$ cat config.mk
export PLATFORM = sky130hd
export DESIGN_NAME = regfile_writeback
export DESIGN_NICKNAME = d
export VERILOG_FILES = /design/src/rtl/regfile_writeback.sv
export SDC_FILE = /design/constraint.sdc
export NUM_CORES = 1
export LEC_CHECK = 0
export ABC_AREA = 1
export CAP_MARGIN = 20
export CORE_MARGIN = 2
export CORE_UTILIZATION = 41
export CTS_CLUSTER_SIZE = 16
export DETAILED_ROUTE_END_ITERATION = 10
export GPL_ROUTABILITY_DRIVEN = 0
export PLACE_DENSITY = 0.89
export SLEW_MARGIN = 30
export SYNTH_ARGS = -nofsm -noshare
export SYNTH_HDL_FRONTEND = slang
export SYNTH_SLANG_ARGS = --single-unit
$ cat constraint.sdc
create_clock -name clk -period 2.16 [get_ports clk]
set_input_delay 0.432 -clock clk [delete_from_list [all_inputs] [get_ports clk]]
set_output_delay 0.432 -clock clk [all_outputs]
set_load 0.05 [all_outputs]
$ cat src/rtl/regfile_writeback.sv
// regfile_writeback
//   Write-side front end for the 32x32 register file. Arbitrates two result
//   producers (A: single-cycle ALU, B: multi-cycle load/long-latency) onto the
//   file's single write port, registers the winning write one cycle ahead of
//   the file, and keeps a pending scoreboard so decode can stall on sources.
//
// Ports
//   clk, rst                  clock, async active-high reset
//   a_valid/a_ready/a_rd/a_data   producer A handshake + payload
//   b_valid/b_ready/b_rd/b_data   producer B handshake + payload
//   issue_valid/issue_rd      decode issued a writer of issue_rd
//   ra/rb -> ra_busy/rb_busy  source-operand hazard queries
//   wr/rd/rd_d                registered register-file write port
//   pending                   scoreboard mask, bit 0 always 0
module regfile_writeback #(
  parameter int STARVE_LIMIT = 4
) (
  input  logic        clk,
  input  logic        rst,
  input  logic        a_valid,
  output logic        a_ready,
  input  logic [4:0]  a_rd,
  input  logic [31:0] a_data,
  input  logic        b_valid,
  output logic        b_ready,
  input  logic [4:0]  b_rd,
  input  logic [31:0] b_data,
  input  logic        issue_valid,
  input  logic [4:0]  issue_rd,
  input  logic [4:0]  ra,
  input  logic [4:0]  rb,
  output logic        ra_busy,
  output logic        rb_busy,
  output logic        wr,
  output logic [4:0]  rd,
  output logic [31:0] rd_d,
  output logic [31:0] pending
);

  typedef struct packed {
    logic [4:0]  rd;
    logic [31:0] data;
  } wb_req_t;

  localparam logic [3:0] LIM = 4'(STARVE_LIMIT);

  logic [3:0]  starve_cnt;
  logic        b_force, a_win, b_win, xfer;
  wb_req_t     win;
  logic [31:0] pend_q, set_mask, clr_mask;

  // B takes priority once it has lost LIM consecutive cycles.
  assign b_force = b_valid && (starve_cnt == LIM);
  assign b_win   = b_valid && (b_force || !a_valid);
  assign a_win   = a_valid && !b_force;
  assign a_ready = a_win;
  assign b_ready = b_win;
  assign xfer    = a_win || b_win;

  always_comb begin
    win.rd   = a_rd;
    win.data = a_data;
    if (b_win) begin
      win.rd   = b_rd;
      win.data = b_data;
    end
  end

  always_ff @(posedge clk or posedge rst) begin
    if (rst)
      starve_cnt <= '0;
    else if (b_valid && !b_win)
      starve_cnt <= (starve_cnt == LIM) ? LIM : starve_cnt + 4'd1;
    else
      starve_cnt <= '0;
  end

  // Set is applied after clear so a same-cycle issue keeps the bit set:
  // a new producer is already in flight.
  always_comb begin
    set_mask = '0;
    clr_mask = '0;
    if (issue_valid) set_mask[issue_rd] = 1'b1;
    if (xfer)        clr_mask[win.rd]   = 1'b1;
    set_mask[0] = 1'b0;
  end

  always_ff @(posedge clk or posedge rst) begin
    if (rst)
      pend_q <= '0;
    else
      pend_q <= ((pend_q & ~clr_mask) | set_mask) & ~32'h1;
  end

  // Writes to x0 are consumed without touching the file; address/data hold.
  always_ff @(posedge clk or posedge rst) begin
    if (rst) begin
      wr   <= 1'b0;
      rd   <= '0;
      rd_d <= '0;
    end else begin
      wr <= xfer && (win.rd != 5'd0);
      if (xfer && (win.rd != 5'd0)) begin
        rd   <= win.rd;
        rd_d <= win.data;
      end
    end
  end

  // The wr term covers the cycle where the scoreboard bit has already
  // cleared but the file has not yet captured the value.
  assign ra_busy = (ra != 5'd0) && (pend_q[ra] || (wr && (rd == ra)));
  assign rb_busy = (rb != 5'd0) && (pend_q[rb] || (wr && (rd == rb)));
  assign pending = pend_q;

endmodule

==> results.sh <==
export IMPL_syn_area_sq_mm=0.00463
export IMPL_firstDrtPassIters=7
export IMPL_cts_made_buffers=9
export IMPL_worst_slack_ns=-0.00555
export IMPL_multi_input_area_sq_mm=0.00250
export IMPL_endpoint_kind="output pin"
export IMPL_cts_htree_levels=3
export IMPL_synth_edf_count=0
export IMPL_synth_seq_cells=73
export IMPL_finalMaxSlewViolations=0
export IMPL_powerDensity_mw_per_mm2=859
export IMPL_p_leak_nw=3.75
export IMPL_grt_start_max_net_pins=33
export IMPL_numPlacedInstances=1034
export IMPL_critPathKind="register to output pin"
export IMPL_ff2ff_path_depth=13
export IMPL_yosys_most_used_dff="dfrtp_1"
export IMPL_core_sq_mm=0.0109
export IMPL_clk_pin_slew_worst_paths_ns=0.06
export IMPL_finalHoldViolations=0
export IMPL_rsz0062_at_grt="true"
export IMPL_synth_compound_area_share=0.0481
export IMPL_critPathSlowestCell="clkdlybuf4s50_1"
export IMPL_wl_um=17300
export IMPL_antenna_cells=0
export IMPL_cts_tree="done"
export IMPL_die_area_sq_mm=0.0121
export IMPL_ant_nets=0
export IMPL_finalSetupViolCount=1
export IMPL_holdWs_ns=0.395
export IMPL_yosysSeqAreaShare=0.395
export IMPL_reg2reg_slack_ns=0.07
export IMPL_muxShareOfSynthArea=0
export IMPL_status="finished, violations left"
export IMPL_finClkSkew_ns=0.00682
export IMPL_crit_path_start_kind="register"
export IMPL_antenna_found_initial=0
export IMPL_rows=38
export IMPL_synthAdderAreaFrac=0.00541
export IMPL_tightest_slew_ns=0.589
export IMPL_synth_top_area_share=0.395
export IMPL_hold_buffers=0
export IMPL_synth_xor_xnor_area_share=0.00379
export IMPL_syn_inst=702
export IMPL_track_usage=0.285
export IMPL_cp_cell_sequence="clkdlybuf4s50_1"
export IMPL_drtIter0Drc=486
export IMPL_yosysTopAreaCell="dfrtp_1"
export IMPL_yosys_warnings=0
export IMPL_synth_simple_gate_area_frac=0.465
export IMPL_postSynthAreaPerCell_sq_um=6.59
export IMPL_async_flop_share=1.00
export IMPL_max_cap_violations=0
export IMPL_crit_path_max_fanout=4
export IMPL_viasPerCell=5.21
export IMPL_start_util=0.423
export IMPL_clkSinkCount=73
export IMPL_min_period_ns=2.17
export IMPL_cts_root_buffer="clkbuf_16"
export IMPL_crit_start="pending[12]$_DFF_PP0_"
export IMPL_maxClockFrequency_ghz=0.462
export IMPL_drive_gt1_frac=0.178
export IMPL_peakVddDrop_mv=0.483
export IMPL_first_global_vias=5600
export IMPL_fin_crit_sh=1.00
export IMPL_area_delta_synth_final_pct=61.7
export IMPL_dp_hpwl_um=11600
export IMPL_port_buffers=166
export IMPL_cts_max_path_buffers=2
export IMPL_arrival_ns=1.73
export IMPL_num_vias=5576
export IMPL_hp_class="input port to async pin"
export IMPL_synth_top_family_by_area="simple AND/OR/NAND/NOR gates"
export IMPL_io_pins=168
export IMPL_final_cells=1070
export IMPL_required_ns=1.73
export IMPL_grt_overflow_total=0
export IMPL_seq_area_sq_mm=0.00183
export IMPL_violations="negative setup slack"
export IMPL_crit_family="buffers and inverters"
export IMPL_relSlewSlack=0.605
export IMPL_ys_top_cells_by_area="dfrtp_1, nand2_1, nand3_1"
export IMPL_crit_cells=1
export IMPL_cpPeakStageDelay_ns=0.88
export IMPL_die_h_um=110
export IMPL_clock_latency_ns=0.34
export IMPL_synth_distinct_cells=37
export IMPL_wl_per_cell_um=16.2
export IMPL_critPathBufInv=1
export IMPL_layout_nets=1021
export IMPL_grt_pass1_wl_um=26500
export IMPL_drc=0
export IMPL_r2r_end="rd_d[1]$_DFFE_PP0P_"
export IMPL_synth_fp_nets=798
export IMPL_rr_startpoint="starve_cnt[1]$_DFF_PP0_"
export IMPL_dieWidth_um=110
export IMPL_fillCellCount=804
how the worst max path moves through the flow:
stage | to | slack [ns]
final | pending[12] | -0.006
after global placement | ra_busy | -0.28
after detailed placement | ra_busy | -0.32
after floorplan | rb_busy | 0.0005
after global routing | rb_busy | -0.07
after CTS | rb_busy | 0.002
where the power goes:
part	internal [W]	switching, W	total (W)	leakage (nW)
Sequential	0.00162	0.000337	0.00196	0.893
Combinational	0.000984	0.00172	0.00270	2.69
Clock	0.00117	0.000598	0.00176	0.167
cells in the mapped netlist (3+ instances only):
cell / instances
nand4_1: 5
dfrtp_1: 73
clkbuf_1: 10
o22ai_1: 6
inv_1: 55
nand2_4: 4
nand2_2: 23
nand3_1: 70
buf_6: 3
buf_2: 5
inv_2: 3
a21oi_1: 12
nor3_1: 10
nand2_1: 362
nor2_4: 3
buf_1: 3
o21ai_0: 4
nor2_1: 24
o21ai_2: 3
cell type report:
class | count | area share
tap | 140 | 0.0234
clock inverter | 4 | 0.0132
clock buffer | 12 | 0.0329
inverter | 60 | 0.0308
timing repair buffer | 236 | 0.320
sequential | 73 | 0.245
multi-input combinational | 545 | 0.334
per-stage QoR:
| stage | util | area [sq um] | total power (W) | TNS, ns | setup slack [ns] |
|---|---|---|---|---|---|
| 4_1_cts | 0.667 | 7300 | 0.00629 | 0 | 0.00236 |
| 6_report | 0.684 | 7480 | 0.00642 | -0.00555 | -0.00555 |
| 2_1_floorplan | - | 4630 | 0.00338 | 0 | 0.000501 |
| 3_3_place_gp | 0.622 | 6800 | 0.00445 | -7.37 | -0.283 |
| 3_5_place_dp | 0.622 | 6800 | 0.00449 | -8.87 | -0.320 |
| 5_1_grt | 0.684 | 7480 | 0.00665 | -0.332 | -0.0667 |
metal layers:
layer  routed length (um)  GRT usage  up-vias
li1                     -          -     2632
met1                 6380      0.326     2497
met2                 8400      0.491      334
met3                 1590     0.0694      113
met4                  967      0.149        0
met5                    0          0        -
repair_timing:
item                                    4_1_cts  5_1_grt
pin swaps                                     2        6
setup buffers                                 5       10
gates cloned                                  2        3
endpoints found under the setup margin        5       49
resized for setup                            25       44
placed cells by master (no fill, tap or decap), drive strengths merged, types with 2 or more instances in the layout:
cell             n
a21oi           13
dlygate4sd2      3
ha               2
buf             72
nand2          389
bufinv           3
inv             59
o211ai           2
dlymetal6s2s     2
nand4            5
dfrtp           73
o22ai            6
nand3           72
nor2            29
clkbuf          17
o21ai            9
nor3            10
clkdlybuf4s50  153
kinds of logic (layout without fill, tap and decap cells):
| family | count (synthesis) | in the layout |
|---|---|---|
| and+or+nand+nor | 507 | 507 |
| buffers and inverters | 84 | 312 |
| DFF | 73 | 73 |
| AOI/OAI and AO/OA | 33 | 33 |
| adders and majority gates | 2 | 2 |
| xor gates and xnor gates | 2 | 2 |
| other | 1 | 1 |
flip-flops by register name, summed over array words and instances, names as in the netlist:
register,count
pending,31
rd,5
rd_d,32
starve_cnt,4
wr,1
(Power assumes the default switching activity.)
